## src/rtl/fir_out_packer_if.sv

```systemverilog
// Bus between the FIR controller/consumer side and the FP16 output packer.
interface fir_out_packer_if #(
   parameter int unsigned DEPTH = 4
);
   localparam int unsigned LW = $clog2(DEPTH) + 1;

   logic          cap_en;
   logic [28:0]   din_29i;
   logic          out_ready;
   logic          clr_flags;
   logic          out_valid;
   logic [15:0]   out_data;
   logic [LW-1:0] fifo_level;
   logic          oflow_flg;
   logic          uflow_flg;
   logic          ovr_flg;

   modport master (
      output cap_en, din_29i, out_ready, clr_flags,
      input  out_valid, out_data, fifo_level, oflow_flg, uflow_flg, ovr_flg
   );

   modport slave (
      input  cap_en, din_29i, out_ready, clr_flags,
      output out_valid, out_data, fifo_level, oflow_flg, uflow_flg, ovr_flg
   );
endinterface

```

## src/rtl/fir_out_packer.sv

```systemverilog
// FP29i -> FP16 rounding stage (RNE, flush-to-zero, saturate-to-inf) with an
// output FIFO and valid/ready handshake.
module fir_out_packer #(
   parameter int unsigned DEPTH    = 4,
   parameter int unsigned EXP_BIAS = 15
) (
   input  logic              clk_fast,
   input  logic              rst_n,
   fir_out_packer_if.slave   bus
);
   localparam int unsigned AW   = $clog2(DEPTH);
   localparam int unsigned LW   = AW + 1;
   localparam int unsigned EMAX = 2 * EXP_BIAS + 1;

   typedef struct packed {
      logic        sgn;
      logic [5:0]  exp;
      logic [21:0] man;
   } fp29_t;

   fp29_t         s1_q;
   logic          v1_q;

   logic [9:0]    frac;
   logic          rnd_up;
   logic [10:0]   frac_rnd;
   logic [6:0]    exp_rnd;
   logic [15:0]   pack_c;
   logic          oflow_ev_c;
   logic          uflow_ev_c;

   logic [15:0]   mem [DEPTH];
   logic [LW-1:0] wr_ptr;
   logic [LW-1:0] rd_ptr;
   logic [LW-1:0] level_q;
   logic [LW-1:0] level_nxt;
   logic          valid_q;
   logic          full_c;
   logic          pop_c;
   logic          wr_en_c;
   logic          drop_c;
   logic          oflow_q;
   logic          uflow_q;
   logic          ovr_q;

   // S1: capture the final accumulation result
   always_ff @(posedge clk_fast or negedge rst_n) begin
      if (!rst_n) begin
         s1_q <= '0;
         v1_q <= 1'b0;
      end else begin
         v1_q <= bus.cap_en;
         if (bus.cap_en) s1_q <= bus.din_29i;
      end
   end

   // S2: round-to-nearest-even into FP16, classify special results
   always_comb begin
      frac       = s1_q.man[20:11];
      rnd_up     = s1_q.man[10] & ((|s1_q.man[9:0]) | s1_q.man[11]);
      frac_rnd   = {1'b0, frac} + 11'(rnd_up);
      exp_rnd    = {1'b0, s1_q.exp} + 7'(frac_rnd[10]);
      pack_c     = {s1_q.sgn, 15'h0};
      oflow_ev_c = 1'b0;
      uflow_ev_c = 1'b0;
      if (!s1_q.man[21]) begin
         pack_c = {s1_q.sgn, 15'h0};
      end else if (exp_rnd == 7'd0) begin
         uflow_ev_c = v1_q;
      end else if (exp_rnd >= 7'(EMAX)) begin
         pack_c     = {s1_q.sgn, 5'h1F, 10'h0};
         oflow_ev_c = v1_q;
      end else begin
         pack_c = {s1_q.sgn, exp_rnd[4:0], frac_rnd[9:0]};
      end
   end

   // FIFO control; a full FIFO still accepts a push when the head pops
   always_comb begin
      full_c    = (wr_ptr[AW-1:0] == rd_ptr[AW-1:0]) && (wr_ptr[AW] != rd_ptr[AW]);
      pop_c     = valid_q & bus.out_ready;
      wr_en_c   = v1_q & (~full_c | pop_c);
      drop_c    = v1_q & full_c & ~pop_c;
      level_nxt = level_q + LW'(wr_en_c) - LW'(pop_c);
   end

   always_ff @(posedge clk_fast or negedge rst_n) begin
      if (!rst_n) begin
         for (int i = 0; i < int'(DEPTH); i++) mem[i] <= '0;
         wr_ptr  <= '0;
         rd_ptr  <= '0;
         level_q <= '0;
         valid_q <= 1'b0;
      end else begin
         if (wr_en_c) begin
            mem[wr_ptr[AW-1:0]] <= pack_c;
            wr_ptr              <= wr_ptr + LW'(1);
         end
         if (pop_c) rd_ptr <= rd_ptr + LW'(1);
         level_q <= level_nxt;
         valid_q <= (level_nxt != '0);
      end
   end

   // Sticky flags: a new event wins over a coincident clear
   always_ff @(posedge clk_fast or negedge rst_n) begin
      if (!rst_n) begin
         oflow_q <= 1'b0;
         uflow_q <= 1'b0;
         ovr_q   <= 1'b0;
      end else begin
         oflow_q <= oflow_ev_c | (oflow_q & ~bus.clr_flags);
         uflow_q <= uflow_ev_c | (uflow_q & ~bus.clr_flags);
         ovr_q   <= drop_c     | (ovr_q   & ~bus.clr_flags);
      end
   end

   assign bus.out_valid  = valid_q;
   assign bus.out_data   = mem[rd_ptr[AW-1:0]];
   assign bus.fifo_level = level_q;
   assign bus.oflow_flg  = oflow_q;
   assign bus.uflow_flg  = uflow_q;
   assign bus.ovr_flg    = ovr_q;
endmodule

```

## src/flat_wrapper.sv

```systemverilog
// flat-port wrapper written by rule: the top's interface ports become plain ports
module fir_out_packer_flat 
#(
   parameter int unsigned DEPTH    = 4,
   parameter int unsigned EXP_BIAS = 15
)
  (clk_fast, rst_n, bus_cap_en, bus_din_29i, bus_out_ready, bus_clr_flags, bus_out_valid, bus_out_data, bus_fifo_level, bus_oflow_flg, bus_uflow_flg, bus_ovr_flg);
  fir_out_packer_if #(.DEPTH(DEPTH)) bus_i ();
  input  logic clk_fast;
  input  logic rst_n;
  input wire logic [$bits(bus_i.cap_en)-1:0] bus_cap_en;
  input wire logic [$bits(bus_i.din_29i)-1:0] bus_din_29i;
  input wire logic [$bits(bus_i.out_ready)-1:0] bus_out_ready;
  input wire logic [$bits(bus_i.clr_flags)-1:0] bus_clr_flags;
  output wire logic [$bits(bus_i.out_valid)-1:0] bus_out_valid;
  output wire logic [$bits(bus_i.out_data)-1:0] bus_out_data;
  output wire logic [$bits(bus_i.fifo_level)-1:0] bus_fifo_level;
  output wire logic [$bits(bus_i.oflow_flg)-1:0] bus_oflow_flg;
  output wire logic [$bits(bus_i.uflow_flg)-1:0] bus_uflow_flg;
  output wire logic [$bits(bus_i.ovr_flg)-1:0] bus_ovr_flg;
  assign bus_i.cap_en = bus_cap_en;
  assign bus_i.din_29i = bus_din_29i;
  assign bus_i.out_ready = bus_out_ready;
  assign bus_i.clr_flags = bus_clr_flags;
  assign bus_out_valid = bus_i.out_valid;
  assign bus_out_data = bus_i.out_data;
  assign bus_fifo_level = bus_i.fifo_level;
  assign bus_oflow_flg = bus_i.oflow_flg;
  assign bus_uflow_flg = bus_i.uflow_flg;
  assign bus_ovr_flg = bus_i.ovr_flg;
  fir_out_packer #(.DEPTH(DEPTH), .EXP_BIAS(EXP_BIAS)) u_core (.clk_fast(clk_fast), .rst_n(rst_n), .bus(bus_i));
endmodule
```

## config.mk

```make
export PLATFORM = sky130hd
export DESIGN_NAME = fir_out_packer_flat
export DESIGN_NICKNAME = d
export VERILOG_FILES = /design/src/rtl/fir_out_packer_if.sv /design/src/rtl/fir_out_packer.sv /design/src/flat_wrapper.sv
export SDC_FILE = /design/constraint.sdc
export NUM_CORES = 1
export LEC_CHECK = 0
export CAP_MARGIN = 20
export CORE_MARGIN = 10
export CORE_UTILIZATION = 55
export DETAILED_ROUTE_END_ITERATION = 10
export GPL_TIMING_DRIVEN = 0
export PLACE_DENSITY = 0.82
export SYNTH_ARGS = -nofsm -noshare
export SYNTH_HDL_FRONTEND = slang
export SYNTH_SLANG_ARGS = --single-unit
```

## constraint.sdc

```tcl
create_clock -name clk_fast -period 8.45 [get_ports clk_fast]
set_input_delay 1.2675 -clock clk_fast [delete_from_list [all_inputs] [get_ports clk_fast]]
set_output_delay 1.2675 -clock clk_fast [all_outputs]
set_load 0.02 [all_outputs]
```

==> out/metrics.cfg, run 1 <==
[routing]
ant_nets=0
drc=0
wirelength_mm=12.0
met1_length_mm=5.01
drt_iter0_drc=389
wl_met2_mm=5.83
dr.pass1.iters=5
vias=3760
top_layer=met4
drt-vias-per-instance=5.98
wl_per_cell_um=19.1
wl_met3_um=916

[cells_and_area]
antennaDiodeCount=0
post_route_cells_drive_above_1_share=0.187
fin_cells=629
n_fill_cell=718
final_util=0.658
synthToLayoutAreaGrowth_pct=17.5
nets=559

[synthesis]
synth_cells=446
synth_area_sq_um=5150
yosysUniqueCellTypes=44
synth.yosys.seq_area_share=0.520
syn_avg_cell_area_sq_um=11.5
ys_ff_latch=107
ys_warn_count=0
synth_nets=491

[die]
ios=57
core_sq_um=9200
fp.dieW_um=117
dieHeight_um=117
initial_core_util=0.560
row_count=35
die-area_sq_um=13600

[clocking]
cts_hold_buf=0
htree_levels=3
cts.clk_slew.worst_paths_ns=0.10
post_cts_buffers=0
cts_tree=done
cts_made_buffers=9
cts_root_buffer=clkbuf_8
cts.sinks=107
clk_latency_ns=0.36
clockBufferDepth=2
cts_resized=0

[grt]
grt_pass1_vias=3942
grt_max_degree=58
grt_overflow_total=0
grt_usage=0.184
antenna_found_initial=0
grt_first_pass_wirelength_mm=19.9

[sta]
rsz0062_at_grt=no
relSlewSlack=0.559
period_share=0.448
worst_hold_slack_ns=0.482
setup-tns-final_ns=0
worst_slew_pin_slew_ns=0.661
fmaxAchievable_ghz=0.264
slew_viol_final=0
finalHoldViolCount=0
setup_viol=0
period_needed_ns=3.78
skew_ns=0.0124

[flow_run]
cap_violations=0

[pwr]
ir_drop_uv=126
leakage_nw=2.60
power_mw=1.91
p_per_area_nw_per_um2=315

[placement]
dp_hpwl_mm=8.82
port_buffers=56
gp_congestion=0.866
dpl.cell_count=614

[worst_setup_path]
endpoint_kind=primary output
required_ns=7.18
critPathKind=reg2out
start_kind=flop
worstPathArrival_ns=2.52
path_max_fanout=10

[worst_hold_path]
hold_class=reg2reg

[run_status]
status=complete, no violations

## sequential cells by signal, summed over array words and instances (netlist names)
name,count
u_core.wr_ptr,3
u_core.mem,64
u_core.bus.out_valid,1
u_core.v1_q,1
u_core.bus.oflow_flg,1
u_core.rd_ptr,3
u_core.s1_q,19
u_core.bus.fifo_level,3
u_core.bus.uflow_flg,1
u_core.bus.ovr_flg,1
u_core.frac,10
## Yosys cell counts, drive strengths merged
cell type,n,area (sq um)
dfrtp,107,2680
nand2,97,367
mux2,31,357
o41ai,28,245
buf,27,190
o21ai,24,124
mux4,16,360
inv,12,45.0
o31ai,12,90.1
ha,10,125
xor2,10,87.6
clkbuf,9,35.0
nor2,9,33.8
xnor2,9,78.8
and2,7,48.8
nand3,6,30.0
a31oi,4,40.0
nor3,4,25.0
nor4,4,25.0
and3,3,18.8
a32o,2,20.0
nor2b,2,12.5
o221ai,2,17.5
a21o,1,7.51
a21oi,1,5.00
a221oi,1,8.76
a22o,1,8.76
a41oi,1,8.76
fa,1,20.0
nand4,1,6.26
o21a,1,7.51
o21bai,1,7.51
o41a,1,11.3
or3,1,6.26
## power breakdown
group | internal [mW] | switching [mW]
logic | 0.397 | 0.434
registers | 0.680 | 0.103
clock network | 0.116 | 0.177
total | 1.19 | 0.714
## kinds of logic after synthesis
kind of cell             synth area share
AO/OA/AOI/OAI                       0.117
adder cells (fa/ha/maj)            0.0282
multiplexers                        0.139
flip-flops                          0.520
buffers and inverters              0.0525
XOR/XNOR                           0.0323
AND/OR/NAND/NOR                     0.111
## final timing paths
kind                                         startpoint  slack [ns]                                 end  cells after the start
setup / recovery           u_core.rd_ptr[1]$_DFFE_PN0P_        4.67                     bus_out_data[6]                      4
hold / removal               u_core.mem[23]$_DFFE_PN0P_        0.48          u_core.mem[23]$_DFFE_PN0P_                      2
setup reg to reg             u_core.frac[0]$_DFFE_PN0P_        5.21          u_core.mem[34]$_DFFE_PN0P_                     13
hold reg to reg              u_core.mem[23]$_DFFE_PN0P_        0.48          u_core.mem[23]$_DFFE_PN0P_                      2
max in group asynchronous                         rst_n        6.83          u_core.s1_q[7]$_DFFE_PN0P_                      2
min in group asynchronous                         rst_n        0.92  u_core.bus.fifo_level[1]$_DFF_PN0_                      1
## worst max-delay path: stages, from the launching register on
cell and delay (ns):
dfrtp_1 0.36, buf_2 0.28, buf_1 0.54, mux4_2 0.42, clkdlybuf4s50_1 0.56
## through the flow
step           cell area (sq um)  worst slack (ns)
2_1_floorplan               5150              5.30
3_3_place_gp                5850              2.24
3_5_place_dp                5880              4.71
4_1_cts                     6050              4.67
5_1_grt                     6050              4.59
6_report                    6050              4.67
## metal layers
layer / global-route usage / vias up
li1: - / 1722
met1: 0.243 / 1839
met2: 0.298 / 176
met3: 0.0331 / 23
met4: 0.0684 / 0
met5: 0 / -
## cell usage in the layout, fill, tap and decap left out, types with 5 or more instances in the layout
| cell | Yosys | layout |
|---|---|---|
| dfrtp_1 | 107 | 107 |
| nand2_1 | 96 | 96 |
| clkdlybuf4s50_1 | 0 | 55 |
| mux2_2 | 29 | 29 |
| o41ai_1 | 28 | 28 |
| o21ai_0 | 22 | 22 |
| buf_2 | 17 | 17 |
| mux4_2 | 16 | 16 |
| inv_1 | 12 | 12 |
| o31ai_1 | 12 | 12 |
| xor2_1 | 10 | 10 |
| ha_1 | 10 | 10 |
| clkbuf_8 | 0 | 10 |
| buf_6 | 9 | 9 |
| xnor2_1 | 9 | 9 |
| nor2_1 | 9 | 9 |
| clkbuf_1 | 8 | 8 |
| nand3_1 | 6 | 6 |
| and2_1 | 5 | 5 |
## area by class of cell
class | count | area [sq um] | area share
Buffer | 36 | 225 | 0.0372
Clock inverter | 5 | 37.5 | 0.00620
Sequential cell | 107 | 2680 | 0.443
Inverter | 12 | 45.0 | 0.00744
Multi-Input combinational cell | 291 | 2200 | 0.364
Timing Repair Buffer | 57 | 586 | 0.0968
Clock buffer | 10 | 138 | 0.0227
Tap cell | 111 | 139 | 0.0230
(Power assumes the default switching activity.)
==> run 2, diff against run 1 <==
- CORE_UTILIZATION: 55 -> 51
- PLACE_DENSITY: 0.82 -> 0.8
- clock period: 8.45 -> 3.4 ns (I/O delays scaled with it)
==> run 2 against run 1 <==
Compared with the run above: flip-flop and latch count is the same; routed wire length increased by 2.7%; sequential power grew 150%; first-iteration DRC count fell by 15%; sequential share of layout area fell by 0.86 points; register-to-register slack worse by 5.0 ns; clock power grew to 2.6 times the previous value; hold slack worse by 0.39 ns; utilization is 3.0 points lower; worst setup slack got worse by 4.4 ns; final area rose by 2.0%; combinational power grew to 2.6 times the previous value.
==> out/metrics.cfg, run 2 (synthesized netlist as in run 1, its figures left out) <==
[run_status]
status=complete, no violations

[worst_setup_path]
endpoint_kind=flop
reg2reg_from=u_core.frac[0]$_DFFE_PN0P_
worstPathArrival_ns=3.43  ; +0.91 ns
r2r_slack_ns=0.22  ; -4.99 ns
path_max_fanout=10  ; unchanged
crit_buf_inv=2  ; -1
start_kind=flop
critPathMaxStageDelay_ns=0.44  ; -0.12 ns
critPathKind=reg2reg
worst_path_max_delay_cell=o41ai_1
timing.rr.end=u_core.mem[16]$_DFFE_PN0P_
required_ns=3.65  ; -3.53 ns
cp_top_family=simple AND/OR/NAND/NOR gates
reg2reg_depth=13  ; unchanged
crit_chain=and2_1, ha_1, nand4_1, nor2_1, and3_1, ha_1, ha_2, and3_1, a221oi_1, nor2b_1, buf_6, buf_6, o41ai_1

[die]
initial_core_util=0.525  ; -0.0355
dieHeight_um=121  ; +3.2%
fp.dieW_um=121  ; +3.2%
die-area_sq_um=14500  ; +6.5%
core_sq_um=9820  ; +6.8%
row_count=36  ; +2.9%
ios=57  ; unchanged

[grt]
antenna_found_initial=0  ; unchanged
grt_max_degree=70  ; +21%
grt_first_pass_wirelength_mm=20.2  ; +1.9%
grt_overflow_total=0  ; unchanged
grt_usage=0.173  ; -0.0113
grt_pass1_vias=4040  ; +2.5%

[cells_and_area]
n_fill_cell=826  ; +15%
antennaDiodeCount=0  ; unchanged
layout_commonest_cell=dfrtp_1
largest_reg_flops=64  ; unchanged
finish.instance_area_sq_um=6170  ; +2.0%
nets=560  ; +0.18%
final_util=0.628  ; -0.0295
mostFrequentLayoutCells=dfrtp_1 (107), nand2_1 (96), clkdlybuf4s50_1 (55)
synthToLayoutAreaGrowth_pct=19.8
post_route_cells_drive_above_1_share=0.208  ; +0.0204
regArea_sq_um=2680  ; unchanged
multiInputGateArea_sq_um=2270  ; +2.8%
largest_register=u_core.mem

[routing]
vias=3804  ; +1.2%
drt_iter0_drc=331  ; -15%
drt-vias-per-instance=5.83  ; -2.5%
dr.pass1.iters=5  ; unchanged
drc=0  ; unchanged
ant_nets=0  ; unchanged
wl_per_cell_um=18.9  ; -1.1%
wl_met2_mm=5.92  ; +1.5%
top_layer=met4
wirelength_mm=12.3  ; +2.7%
met1_length_mm=5.17  ; +3.2%
wl_met3_mm=1.09  ; +19%

[placement]
place_area_sq_um=5900  ; +0.47%
dp_hpwl_mm=8.94  ; +1.4%
port_buffers=56  ; unchanged
place_ws_ns=0.0867  ; -4.62 ns
gp_congestion=0.837  ; -3.3%

[clocking]
cts_hold_buf=0  ; unchanged
cts_root_buffer=clkbuf_8
cts.sinks=107  ; unchanged
cts_made_buffers=9  ; unchanged
clk_latency_ns=0.38  ; +0.02 ns
clockBufferDepth=2  ; unchanged
cts.clk_slew.worst_paths_ns=0.10  ; about the same
htree_levels=3  ; unchanged
cts_tree=done

[flow_run]
cap_violations=0  ; unchanged

[sta]
skew_ns=0.0115  ; -0.000987 ns
worst_slew_pin_slew_ns=0.705  ; +0.0436 ns
finalHoldViolCount=0  ; unchanged
setup_slack_ns=0.218  ; -4.45 ns
worst_hold_slack_ns=0.0880  ; -0.394 ns
slew_viol_final=0  ; unchanged
period_needed_ns=3.18
rsz0062_at_grt=yes
setup-tns-final_ns=0  ; unchanged
fmaxAchievable_ghz=0.314
relSlewSlack=0.530  ; -0.0291
period_share=0.936
setup_viol=0  ; unchanged

[pwr]
ir_drop_uv=343  ; +170%
p_per_area_nw_per_um2=782  ; +150%
leakage_nw=2.66  ; +2.2%

[worst_hold_path]
hold_class=in2async

[run 2: layout make-up]
cell class,instances,area share
sequential,107,0.434
timing repair buffer,58,0.0961
multi-input combinational,291,0.367
buffer,36,0.0365
clock inverter,4,0.00527
inverter,12,0.00730
clock buffer,12,0.0268
tap,133,0.0270
[run 2: layer usage]
layer | up-vias | GRT usage
met2 | 172 | 0.278
met1 | 1887 | 0.221
met5 | - | 0
met3 | 17 | 0.0540
met4 | 0 | 0.0483
li1 | 1728 | -
[run 2: report_power, final]
group	internal [mW]	total, mW	leakage (nW)	switching [mW]
sequential	1.69	1.94	1.36	0.249
combinational	1.01	2.12	1.21	1.11
clock	0.330	0.767	0.0952	0.436
total	3.03	4.83	2.66	1.80
[run 2: worst max-delay path by stage]
stage                                            end  slack, ns  cells past startpoint                        from
after global routing      u_core.mem[56]$_DFFE_PN0P_      -0.01                     13  u_core.frac[0]$_DFFE_PN0P_
after CTS                  u_core.mem[3]$_DFFE_PN0P_       0.09                     13  u_core.frac[0]$_DFFE_PN0P_
after floorplan            u_core.mem[2]$_DFFE_PN0P_       0.66                     13  u_core.frac[0]$_DFFE_PN0P_
after detailed placement  u_core.mem[37]$_DFFE_PN0P_       0.09                     13  u_core.frac[0]$_DFFE_PN0P_
final                     u_core.mem[16]$_DFFE_PN0P_       0.22                     13  u_core.frac[0]$_DFFE_PN0P_
after global placement    u_core.s1_q[3]$_DFFE_PN0P_      -2.07                      1                       rst_n
[run 2: worst reg2reg max path, cell delays in order (launching register included)]
cell	delay [ns]
dfrtp_1	0.42
and2_1	0.17
ha_1	0.20
nand4_1	0.14
nor2_1	0.21
and3_1	0.19
ha_1	0.17
ha_2	0.30
and3_1	0.18
a221oi_1	0.28
nor2b_1	0.09
buf_6	0.14
buf_6	0.14
o41ai_1	0.45
[run 2: stage by stage]
step | power [mW] | std cells
global placement | 3.95 | 635
global route | 5.15 | 653
floorplan | 3.27 | 446
finish | 4.83 | 653
detailed placement | 4.06 | 636
CTS | 4.83 | 652
[run 2: what timing repair did]
item                                    in CTS  in global routing
buffers inserted                             0                  1
resized for setup                            0                  9
endpoints found under the setup margin       0                 39
